==> src/rtl/hazard_forward_controller.sv <==
// hazard_forward_controller: execute-stage forwarding selects, load-use and MULT/DIV hazard stalls
//   clk, reset_n              : clock, asynchronous active-low reset
//   *_decode                  : decode-stage sources and HI/LO / MULT-DIV flags
//   *_execute (inputs)        : execute-stage sources, destination, load flag, MULT/DIV issue
//   *_memory, *_writeback     : downstream GPR and HI/LO write info
//   forward_one/two_execute   : operand A/B source select
//   stall_fetch/decode, flush_execute : combined hazard stall and bubble
//   muldiv_busy               : MULT/DIV unit in progress
module hazard_forward_controller #(
    parameter int MULDIV_CYCLES = 32
) (
    input  logic       clk,
    input  logic       reset_n,
    input  logic [4:0] rs_decode,
    input  logic [4:0] rt_decode,
    input  logic       hi_lo_read_decode,
    input  logic       muldiv_decode,
    input  logic [4:0] rs_execute,
    input  logic [4:0] rt_execute,
    input  logic       uses_lo_execute,
    input  logic       uses_hi_execute,
    input  logic [4:0] write_reg_execute,
    input  logic       reg_write_execute,
    input  logic       memory_to_register_execute,
    input  logic       muldiv_start_execute,
    input  logic [4:0] write_reg_memory,
    input  logic       reg_write_memory,
    input  logic       hi_lo_write_memory,
    input  logic [4:0] write_reg_writeback,
    input  logic       reg_write_writeback,
    input  logic       hi_lo_write_writeback,
    output logic [2:0] forward_one_execute,
    output logic [2:0] forward_two_execute,
    output logic       stall_fetch,
    output logic       stall_decode,
    output logic       flush_execute,
    output logic       muldiv_busy
);
    localparam logic [0:0] IDLE = 1'b0;
    localparam logic [0:0] BUSY = 1'b1;
    logic [0:0] state;
    logic [5:0] count;
    logic [2:0] hi_lo_code;
    logic mem_rs, mem_rt, wb_rs, wb_rt, load_use, hi_lo_stall, unused_ok;
    // reg_write_execute is implied by a load and not needed for hazard detection
    assign unused_ok = reg_write_execute;
    always_comb begin
        hi_lo_code = hi_lo_write_memory ? 3'b100 : hi_lo_write_writeback ? 3'b011 : 3'b000;
        mem_rs = reg_write_memory && write_reg_memory != 5'd0 && write_reg_memory == rs_execute;
        mem_rt = reg_write_memory && write_reg_memory != 5'd0 && write_reg_memory == rt_execute;
        wb_rs = reg_write_writeback && write_reg_writeback != 5'd0 && write_reg_writeback == rs_execute;
        wb_rt = reg_write_writeback && write_reg_writeback != 5'd0 && write_reg_writeback == rt_execute;
        forward_one_execute = uses_lo_execute ? hi_lo_code : mem_rs ? 3'b010 : wb_rs ? 3'b001 : 3'b000;
        forward_two_execute = uses_hi_execute ? hi_lo_code : mem_rt ? 3'b010 : wb_rt ? 3'b001 : 3'b000;
        load_use = memory_to_register_execute && write_reg_execute != 5'd0 &&
                   (write_reg_execute == rs_decode || write_reg_execute == rt_decode);
        // the issue cycle already blocks HI/LO readers and a second MULT/DIV
        hi_lo_stall = (muldiv_busy || muldiv_start_execute) && (hi_lo_read_decode || muldiv_decode);
        stall_fetch = load_use || hi_lo_stall;
        stall_decode = stall_fetch;
        flush_execute = stall_fetch;
    end
    assign muldiv_busy = state == BUSY;
    always_ff @(posedge clk or negedge reset_n) begin
        if (!reset_n) begin
            state <= IDLE;
            count <= 6'd0;
        end else if (state == IDLE) begin
            if (muldiv_start_execute) begin
                state <= BUSY;
                count <= 6'(MULDIV_CYCLES - 1);
            end
        end else if (count != 6'd0) begin
            count <= count - 6'd1;
        end else begin
            state <= IDLE;
        end
    end
endmodule

==> config.mk <==
export PLATFORM = sky130hd
export DESIGN_NAME = hazard_forward_controller
export DESIGN_NICKNAME = d
export VERILOG_FILES = /design/src/rtl/hazard_forward_controller.sv
export SDC_FILE = /design/constraint.sdc
export NUM_CORES = 1
export LEC_CHECK = 0
export ABC_AREA = 1
export CAP_MARGIN = 40
export CORE_AREA = 2 2 69 45
export DETAILED_ROUTE_END_ITERATION = 10
export DIE_AREA = 0 0 71 47
export PLACE_DENSITY = 0.83
export SYNTH_ARGS = -nofsm -noshare
export SYNTH_HDL_FRONTEND = slang
export SYNTH_SLANG_ARGS = --single-unit
==> constraint.sdc <==
create_clock -name clk -period 3.25 [get_ports clk]
set_input_delay 0.325 -clock clk [delete_from_list [all_inputs] [get_ports clk]]
set_output_delay 0.325 -clock clk [all_outputs]
set_load 0.02 [all_outputs]
---- Word-level counts from Yosys, hierarchy flattened ----
Cells that the tools add are included.
word-level totals
  register bits after elaboration ......... 7
  output and inout bits ................... 10
  logic and storage cells ................. 43
cells by class
  reductions and logical operators ........ 19
  muxes and demuxes ....................... 14
  eq/ne operators ......................... 7
  add/sub/neg operators ................... 1
operators by type and width
  cell                   count
  $eq A5 B5 Y1           6
  $mux W6                3
  $reduce_bool A5 Y1     3
  $logic_and A1 B1 Y1    9
  $mux W3                3
  $mux W2                3
  $reduce_bool A6 Y1     1
  $sub A6 B1 Y6 const B  1
  $mux W1                5
  $logic_or A1 B1 Y1     4
  $ne A2 B1 Y1 const B   1
  $reduce_and A2 Y1      1
  $reduce_bool A2 Y1     1

---- Longest topological paths before layout ----
Gate-level depths: netlist (run 1).
  depth after elaboration ................. 6
  depth in mapped cells ................... 10

---- Worst setup path before layout (run 1) ----
OpenSTA, ideal clock, no wires.
  path kind ............................... flip-flop to output port
  start point ............................. reg state, in the netlist muldiv_busy
  end point ............................... out stall_decode
  path slack .............................. 1.698 ns
  path buffers ............................ 1
  cell stages (with the launch flop) ...... 5
  arrival time ............................ 1.227 ns
  data required time ...................... 2.925 ns
  cell sequence ........................... dfrtp_1 -> or2_4 -> o21ai_0 -> nand2_1 -> buf_4
between the ends
  word-level cells in the longest chain between the ends .. 3
ends and longest elaborated chain
  what                    line  text
  from (decl)             41    logic [0:0] state;
  from (signal assigned)  66    state <= IDLE;
  from (signal assigned)  70    state <= BUSY;
  from (signal assigned)  76    state <= IDLE;
  $logic_or A1 B1 Y1      58    hi_lo_stall = (muldiv_busy || muldiv_start_execute) && (hi_lo_read_decode || muldiv_decode);
  $logic_and A1 B1 Y1     58
  $logic_or A1 B1 Y1      59    stall_fetch = load_use || hi_lo_stall;
  to (decl)               35    output logic stall_decode,
No other way between the ends.

---- Final worst setup path (run 1) ----
  start point ............................. in write_reg_writeback[3]
  end point ............................... out forward_one_execute[0]
between the ends
  word-level cells in the longest chain between the ends .. 6
  elaborated cells between the ends (all ways) .. 7
  classes of those cells .................. eq/ne: 1; mux: 3; reduce/logical: 3
ends and longest elaborated chain
  what                   line  text
  from (decl)            29    input logic [4:0] write_reg_writeback,
  $reduce_bool A5 Y1     51    wb_rs = reg_write_writeback && write_reg_writeback != 5'd0 && write_reg_writeback == rs_execute;
  $logic_and A1 B1 Y1    51
  $logic_and A1 B1 Y1 *  51
  $mux W1 *              53    forward_one_execute = uses_lo_execute ? hi_lo_code : mem_rs ? 3'b010 : wb_rs ? 3'b001 : 3'b000;
  $mux W2 *              53
  $mux W3 *              53
  to (decl)              32    output logic [2:0] forward_one_execute,
Mark *: on every way between the ends. The rest lies on a longest branch, timed or not.

==> results of run 1 <==
-- Yosys cell counts, types with 2 or more instances --
| library cell | number |
|---|---|
| xor2_1 | 6 |
| o21ai_0 | 6 |
| nand2_1 | 87 |
| nand4_1 | 4 |
| inv_1 | 43 |
| dfrtp_1 | 7 |
| nand3b_1 | 2 |
| nand3_1 | 13 |
| xnor2_1 | 3 |
| buf_4 | 2 |
| ha_1 | 2 |
| nor2_1 | 30 |
-- layer usage --
metal,up-vias,track usage,part of all wire
met5,-,0,0
met4,0,0.01132,0
met3,0,0.05365,0.11
met2,64,0.2991,0.40
met1,564,0.2436,0.49
li1,743,-,-
-- layout make-up --
type                    count  area [µm²]  area share
clock buffers               4       45.04     0.02632
inverters                  44       167.7     0.09795
multi-input cells         158       720.7      0.4211
flip-flops and latches      7       175.2      0.1023
well taps                  34       42.54     0.02485
repair buffers             56       560.5      0.3275
-- state kept, by name, indices dropped and copies added, names as in the netlist --
signal	count
muldiv_busy	1
count	6
-- kinds of logic after synthesis --
| group | synth area share |
|---|---|
| xor+xnor | 0.07309 |
| flops | 0.1624 |
| buf+inv | 0.1694 |
| compound gates | 0.03944 |
| fa+ha+maj | 0.02320 |
| simple gates | 0.5325 |
-- per-stage QoR --
stage,hold slack (ns),std cells,power [W]
finish,0.3756,303,0.0006515
global route,0.3906,303,0.0007083
CTS,0.3751,303,0.0006507
detailed placement,0.4879,299,0.0005245
global placement,0.4808,299,0.0005125
floorplan,0.02941,211,0.0003872
-- where the power goes --
group	total [W]	leakage, nW	switching (W)	internal [W]
Clock	0.000123	0.0228	0.0000381	0.0000849
Sequential	0.000172	0.0803	0.0000407	0.000131
Combinational	0.000357	0.863	0.000190	0.000167
-- path summary, 6_finish.rpt --
| check | startpoint | endpoint | slack [ns] | cells past startpoint |
|---|---|---|---|---|
| max | write_reg_writeback[3] | forward_one_execute[0] | 0.87 | 10 |
| min | reset_n | count[2] | 0.38 | 1 |
| max reg2reg | count[0] | count[2] | 1.89 | 9 |
| min reg2reg | count[0] | count[0] | 0.49 | 1 |
| max in group asynchronous | reset_n | count[0] | 2.62 | 1 |
| min in group clk | count[0] | count[0] | 0.49 | 1 |
==> results.yml, run 1 <==
critical_path:
  path_delay_family: "buffers and inverters"
  crit_buf_inv: 3
  crit_path_max_fanout: 3
  max_stage_delay_ns: 0.61
  slowest_stage: "clkdlybuf4s50_1"
  worst-endpoint-arrival_ns: 2.05
  worst-setup-path-type: "in2out"
  crit_required_ns: 2.92
  endpoint_kind: "output port"
  crit_chain: "clkdlybuf4s50_1 > inv_1 > nand2_1 > nand2_1 > nor2_1 > nand3_1 > nor2_1 > nand2_1 > nand2_1 > clkdlybuf4s50_1"
  cp_common_cell: "nand2_1"
  start_kind: "input pin"
sta:
  fin_ws_ns: 0.8725
  setup_viol: 0
  setup_tns_ns: 0
  rsz0062_at_grt: "no"
  timing.final.hold_violations: 0
  fmax_ghz: 0.4206
  tightest_slew_ns: 0.3577
  drv_slew: 0
  skew_ns: 0.0003558
  slew_headroom: 0.7608
  min_period_over_period: 0.7315
  period_needed_ns: 2.377
synth:
  syn_nets: 261
  yosysSeqAreaShare: 0.1624
  ys.flop_type: "dfrtp_1"
  synthDistinctLibCells: 18
  synth_area_mm2: 0.001079
  ys_seq_elements: 7
  synth_top_area_cell: "nand2_1"
  synth_edf_count: 0
  synthTopCellsByArea: "nand2_1 30%, dfrtp_1 16%, inv_1 15%, nor2_1 10%, nand3_1 6.0%"
  synth_area_per_cell_um2: 5.112
  async_flop_share: 1.000
  synth_top_area_frac: 0.3028
  yosysWarningCount: 0
  netlist_instances: 211
detailed_routing:
  vias_per_cell: 4.525
  drcViolationCount: 0
  routed_wirelength_mm: 2.950
  avgRoutedWirePerCell_um: 9.736
  ant_nets: 0
  drt-pass1-iter-count: 4
  drt_iter0_drc: 40
  via_count: 1371
global_routing:
  grt_max_degree: 8
  grt_pass1_vias: 1148
  antenna_found_initial: 0
  grt_pass1_wl_mm: 4.692
  grt_usage: 0.1785
  overflow: 0
finish:
  num_antenna_cells: 0
  post-route-util: 0.6290
  syn_to_final_growth_pct: 58.70
  fillers: 267
  drive_gt1_frac: 0.02602
  nets: 320
  final_cell_mix: "87 x nand2_1, 56 x clkdlybuf4s50_1, 43 x inv_1, 30 x nor2_1, 13 x nand3_1"
  layout.cells.most_common: "nand2_1"
  final_area_mm2: 0.001712
floorplanning:
  start_util: 0.3963
  dieWidth_um: 71
  die_y_um: 47
  core_area_mm2: 0.002721
  dieArea_mm2: 0.003337
  placementRows: 15
  ios: 58
clock_network:
  clk_pin_slew_ns: 0.04
  cts_tree: "built"
  post-cts-setup-buffers: 0
  cts_hold_repair.buffers: 0
  cts_buffers: 3
  cts.htree.levels: 1
  cts_sinks: 7
  post_cts_resized: 0
  clock_latency_ns: 0.23
  cts_root_buffer: "clkbuf_8"
  ctsLongestPathBuffers: 2
placement:
  place_congestion: 0.8581
  port_buffers: 56
  pre_cts_ws_ns: 0.8858
  place_area_mm2: 0.001667
  dp_hpwl_mm: 2.559
power_and_ir_drop:
  power_density_mw_per_mm2: 380.7
  p_leak_nw: 0.9661
  peakVddDrop_v: 0.0002614
worst_hold_path:
  hp-class: "in2async"
run:
  maxCapViolCount: 0
status:
  outcome: "completed"
No activity file was read; power rests on OpenSTA's default activity.
==> run 2, diff against run 1 <==
--- a/config.mk
+++ b/config.mk
@@ -7,10 +7,10 @@
 export LEC_CHECK = 0
 export ABC_AREA = 1
 export CAP_MARGIN = 40
-export CORE_AREA = 2 2 69 45
+export CORE_AREA = 2 2 75 48
 export DETAILED_ROUTE_END_ITERATION = 10
-export DIE_AREA = 0 0 71 47
-export PLACE_DENSITY = 0.83
+export DIE_AREA = 0 0 77 50
+export PLACE_DENSITY = 0.76
 export SYNTH_ARGS = -nofsm -noshare
 export SYNTH_HDL_FRONTEND = slang
 export SYNTH_SLANG_ARGS = --single-unit
==> constraint.sdc (replaced) <==
create_clock -name clk -period 2 [get_ports clk]
set_input_delay 0.2 -clock clk [delete_from_list [all_inputs] [get_ports clk]]
set_output_delay 0.2 -clock clk [all_outputs]
set_load 0.02 [all_outputs]
==> run 2 against run 1 <==
  * Die area rose by 15%
  * Critical path depth did not move
  * First-iteration DRC count rose by 18%
  * Total power rose by 61%
  * Worst setup slack got worse by 0.76 ns
  * Non-clock buffer count rose by 5
  * Critical path type unchanged
  * Global-route usage fell by 1.9 points
  * Sequential share of layout area fell by 0.25 points
  * Via count fell by 1.3%
==> results.yml, run 2 (synthesis gave the netlist of run 1 again) <==
detailed_routing:
  drt-pass1-iter-count: 4
  routed_wirelength_mm: 2.874
  avgRoutedWirePerCell_um: 9.009
  ant_nets: 0
  vias_per_cell: 4.241
  drt_iter0_drc: 47
  via_count: 1353
  drcViolationCount: 0
critical_path:
  cp_common_cell: "nand2_1"
  r2r_cells: 9
  crit_path_max_fanout: 3
  crit_required_ns: 1.80
  r2r-start: "count[0]"
  start_kind: "input pin"
  worst-setup-path-type: "in2out"
  endpoint_kind: "output port"
  regToRegSetupSlack_ns: 0.67
  max_stage_delay_ns: 0.51
  worst-endpoint-arrival_ns: 1.69
  r2r-end: "count[2]"
  slowest_stage: "clkdlybuf4s50_1"
  crit_chain: "clkdlybuf4s50_1 > inv_1 > nand2_1 > nand2_1 > nor2_1 > nand3_1 > nor2_1 > nand2_1 > nand2_1 > dlygate4sd2_1"
finish:
  drive_gt1_frac: 0.04380
  register_area_um2: 175.2
  num_antenna_cells: 0
  nets: 325
  fillers: 351
  largest_reg_flops: 6
  final_cells: 319
  final_cell_mix: "87 x nand2_1, 49 x clkdlybuf4s50_1, 43 x inv_1, 30 x nor2_1, 13 x nand3_1"
  post-route-util: 0.5546
  multi_input_area_um2: 720.7
  syn_to_final_growth_pct: 62.64
  largest-register: "count"
  layout.cells.most_common: "nand2_1"
sta:
  fmax_ghz: 0.5297
  slew_headroom: 0.7688
  period_needed_ns: 1.888
  skew_ns: 0.003450
  tightest_slew_ns: 0.3458
  min_period_over_period: 0.9439
  timing.final.hold_violations: 0
  drv_slew: 0
  rsz0062_at_grt: "no"
  setup_viol: 0
power_and_ir_drop:
  power_density_mw_per_mm2: 599.8
  peakVddDrop_v: 0.0005135
  p_leak_nw: 1.004
floorplanning:
  dieArea_mm2: 0.003850
  core_area_mm2: 0.003163
  placementRows: 16
  dieWidth_um: 77
  ios: 58
  die_y_um: 50
  start_util: 0.3410
placement:
  place_congestion: 0.8746
  port_buffers: 56
  dp_cells: 315
  dp_hpwl_mm: 2.457
clock_network:
  cts_root_buffer: "clkbuf_8"
  cts_tree: "built"
  cts.htree.levels: 1
  clock_latency_ns: 0.23
  post-cts-setup-buffers: 0
  clk_pin_slew_ns: 0.04
  cts_sinks: 7
  cts_buffers: 3
  ctsLongestPathBuffers: 2
global_routing:
  grt_usage: 0.1597
  overflow: 0
  grt_max_degree: 8
  grt_pass1_vias: 1246
  grt_pass1_wl_mm: 5.002
  antenna_found_initial: 0
status:
  outcome: "completed"
run:
  maxCapViolCount: 0
worst_hold_path:
  hp-class: "in2async"
==> run 2: final cells by class <==
| class | instances | share of cell area |
|---|---|---|
| clock buffers | 4 | 0.02568 |
| well taps | 45 | 0.03210 |
| inverters | 44 | 0.09558 |
| multi-input cells | 158 | 0.4108 |
| flip-flops and latches | 7 | 0.09986 |
| repair buffers | 61 | 0.3359 |
==> run 2: critical path, delay by kind of cell <==
kind                   cells  cell delay (ns)
buffers and inverters      3             0.91
AND/OR/NAND/NOR            7             0.56
==> run 2: per-stage QoR <==
stage	power [W]	setup TNS, ns	worst slack (ns)	hold slack [ns]	area [µm²]
finish	0.001052	0	0.1122	0.2426	1754
global route	0.001167	0	0.003738	0.2718	1754
CTS	0.001063	0	0.1390	0.2494	1754
detailed placement	0.0008603	-0.6549	-0.1296	0.4870	1718
global placement	0.0008456	-0.5711	-0.1078	0.4794	1718
floorplan	0.0006291	0	0.5731	-0.09559	1079
==> run 2: how the worst max path moves through the flow <==
stage	start	end	cells after the start
floorplan	muldiv_busy	stall_decode	4
global placement	write_reg_writeback[4]	forward_one_execute[0]	10
detailed placement	write_reg_writeback[4]	forward_one_execute[0]	10
CTS	write_reg_writeback[4]	forward_one_execute[0]	10
global route	write_reg_execute[1]	stall_decode	10
finish	write_reg_writeback[4]	forward_one_execute[0]	10
==> run 2: power breakdown <==
| group | total (W) | switching [W] | internal [W] |
|---|---|---|---|
| clock | 0.000202 | 0.0000641 | 0.000138 |
| sequential | 0.000270 | 0.0000572 | 0.000213 |
| combinational | 0.000580 | 0.000306 | 0.000274 |
==> run 2: metal layers <==
layer / track usage / share of wire / vias to the layer above
met3: 0.04945 / 0.082 / 2
met1: 0.2130 / 0.53 / 552
met2: 0.2588 / 0.39 / 48
li1: - / - / 751
met5: 0 / 0 / -
met4: 0.02679 / 0.0035 / 0
==> run 2: repair_timing <==
| item | in CTS | in global routing |
|---|---|---|
| endpoints found under the setup margin | 7 | 0 |
| hold buffers | 0 | 0 |
| resized for setup | 7 | 0 |
==> run 3, diff against run 2 <==
--- a/config.mk
+++ b/config.mk
@@ -7,10 +7,10 @@
 export LEC_CHECK = 0
 export ABC_AREA = 1
 export CAP_MARGIN = 40
-export CORE_AREA = 2 2 75 48
+export CORE_AREA = 2 2 69 45
 export DETAILED_ROUTE_END_ITERATION = 10
-export DIE_AREA = 0 0 77 50
-export PLACE_DENSITY = 0.76
+export DIE_AREA = 0 0 71 47
+export PLACE_DENSITY = 0.83
 export SYNTH_ARGS = -nofsm -noshare
 export SYNTH_HDL_FRONTEND = slang
 export SYNTH_SLANG_ARGS = --single-unit
==> constraint.sdc (replaced) <==
create_clock -name clk -period 2.2 [get_ports clk]
set_input_delay 0.22 -clock clk [delete_from_list [all_inputs] [get_ports clk]]
set_output_delay 0.22 -clock clk [all_outputs]
set_load 0.02 [all_outputs]
==> run 3 against run 2 <==
  * Routed wire length up 5.5%
  * Total power shrank 8.5%
  * Sequential share of layout area up 0.17 points
  * First-iteration DRC count shrank 2.1%
  * Global-route usage increased by 2.6 points
  * Cell count fell by 5.0%
  * Clock power down 9.9%
  * Combinational power is 8.6% lower
  * Critical endpoint is now forward_two_execute[1]
==> results.yml, run 3 (synthesis gave the netlist of run 1 again) <==
clock_network:
  cts_hold_repair.buffers: 0
  cts_sinks: 7
  cts.htree.levels: 1
  post-cts-setup-buffers: 0
  post_cts_resized: 0
  cts_buffers: 3
  ctsLongestPathBuffers: 2
  cts_root_buffer: "clkbuf_8"
  cts_tree: "built"
  clk_pin_slew_ns: 0.04
  clock_latency_ns: 0.23
floorplanning:
  start_util: 0.3963
  die_y_um: 47
  dieArea_mm2: 0.003337
  core_area_mm2: 0.002721
  dieWidth_um: 71
  ios: 58
  placementRows: 15
finish:
  fillers: 252
  register_area_um2: 175.2
  post-route-util: 0.6336
  multi_input_area_um2: 720.7
  largest-register: "count"
  syn_to_final_growth_pct: 59.86
  num_antenna_cells: 0
  nets: 320
  largest_reg_flops: 6
  layout.cells.most_common: "nand2_1"
  drive_gt1_frac: 0.02602
  final_cell_mix: "87 x nand2_1, 51 x clkdlybuf4s50_1, 43 x inv_1, 30 x nor2_1, 13 x nand3_1"
detailed_routing:
  via_count: 1396
  ant_nets: 0
  routed_wirelength_mm: 3.033
  drt-pass1-iter-count: 4
  drcViolationCount: 0
  vias_per_cell: 4.607
  avgRoutedWirePerCell_um: 10.01
  drt_iter0_drc: 46
sta:
  setup_viol: 0
  period_needed_ns: 2.092
  tightest_slew_ns: 0.3487
  setup_tns_ns: 0
  slew_headroom: 0.7668
  skew_ns: 0.0008846
  drv_slew: 0
  fmax_ghz: 0.4779
  rsz0062_at_grt: "no"
  min_period_over_period: 0.9511
  fin_ws_ns: 0.1075
  timing.final.hold_violations: 0
global_routing:
  antenna_found_initial: 0
  grt_pass1_wl_mm: 4.919
  grt_max_degree: 8
  grt_usage: 0.1856
  overflow: 0
  grt_pass1_vias: 1224
placement:
  dp_hpwl_mm: 2.609
  place_congestion: 0.8581
  pre_cts_ws_ns: 0.02817
  port_buffers: 56
critical_path:
  crit_required_ns: 1.98
  crit_path_max_fanout: 4
  endpoint_kind: "output port"
  worst-endpoint-arrival_ns: 1.87
  start_kind: "input pin"
  worst-setup-path-type: "in2out"
power_and_ir_drop:
  power_density_mw_per_mm2: 558.2
  peakVddDrop_v: 0.0003719
  p_leak_nw: 1.012
worst_hold_path:
  hp-class: "in2async"
run:
  maxCapViolCount: 0
status:
  outcome: "completed"
[run 3: changes by cell type in the layout (fill, tap and decap cells not counted), sizes merged]
cell,before,now
dlymetal6s2s,0,5
buf,5,0
dlygate4sd2,7,0
clkdlybuf4s50,49,51
[run 3: layout make-up]
class,instances,area share
Clock buffer,4,0.02612
Inverter,44,0.09724
Multi-Input combinational cell,158,0.4180
Sequential cell,7,0.1016
Tap cell,34,0.02467
Timing Repair Buffer,56,0.3324
[run 3: worst max-delay path, cell delays in order]
cell,delay [ns]
clkdlybuf4s50_1,0.54
nand2_1,0.07
nand2_1,0.06
nand2_1,0.05
nor2_1,0.13
nand4_1,0.12
nand2_1,0.07
clkdlybuf4s50_1,0.60
[run 3: per-stage QoR]
stage	area (µm²)	hold WS, ns	total power (W)	std cells
5_1_grt	1724	0.2788	0.001052	303
4_1_cts	1712	0.2696	0.0009669	303
6_report	1724	0.2657	0.0009624	303
3_5_place_dp	1667	0.4839	0.0007789	299
3_3_place_gp	1667	0.4812	0.0007566	299
2_1_floorplan	1079	-0.07559	0.0005719	211
[run 3: path summary, 6_finish.rpt]
| kind | startpoint | endpoint | slack (ns) | cells past startpoint |
|---|---|---|---|---|
| max | rt_execute[0] | forward_two_execute[1] | 0.11 | 8 |
| min | reset_n | muldiv_busy | 0.27 | 1 |
| max reg2reg | count[0] | count[4] | 0.85 | 9 |
| min reg2reg | count[0] | count[0] | 0.49 | 1 |
| max in group asynchronous | reset_n | count[4] | 1.68 | 1 |
| min in group clk | count[0] | count[0] | 0.49 | 1 |
[run 3: where the power goes]
part	internal, W	switching [W]
Sequential	0.000194	0.0000569
Combinational	0.000245	0.000285
Clock	0.000125	0.0000564
Total	0.000564	0.000398
[run 3: layer usage]
layer,track usage,vias up,wire length (µm)
li1,-,748,-
met5,0,-,0
met3,0.05579,0,299
met2,0.3271,60,1303
met4,0.01132,0,0
met1,0.2423,588,1431
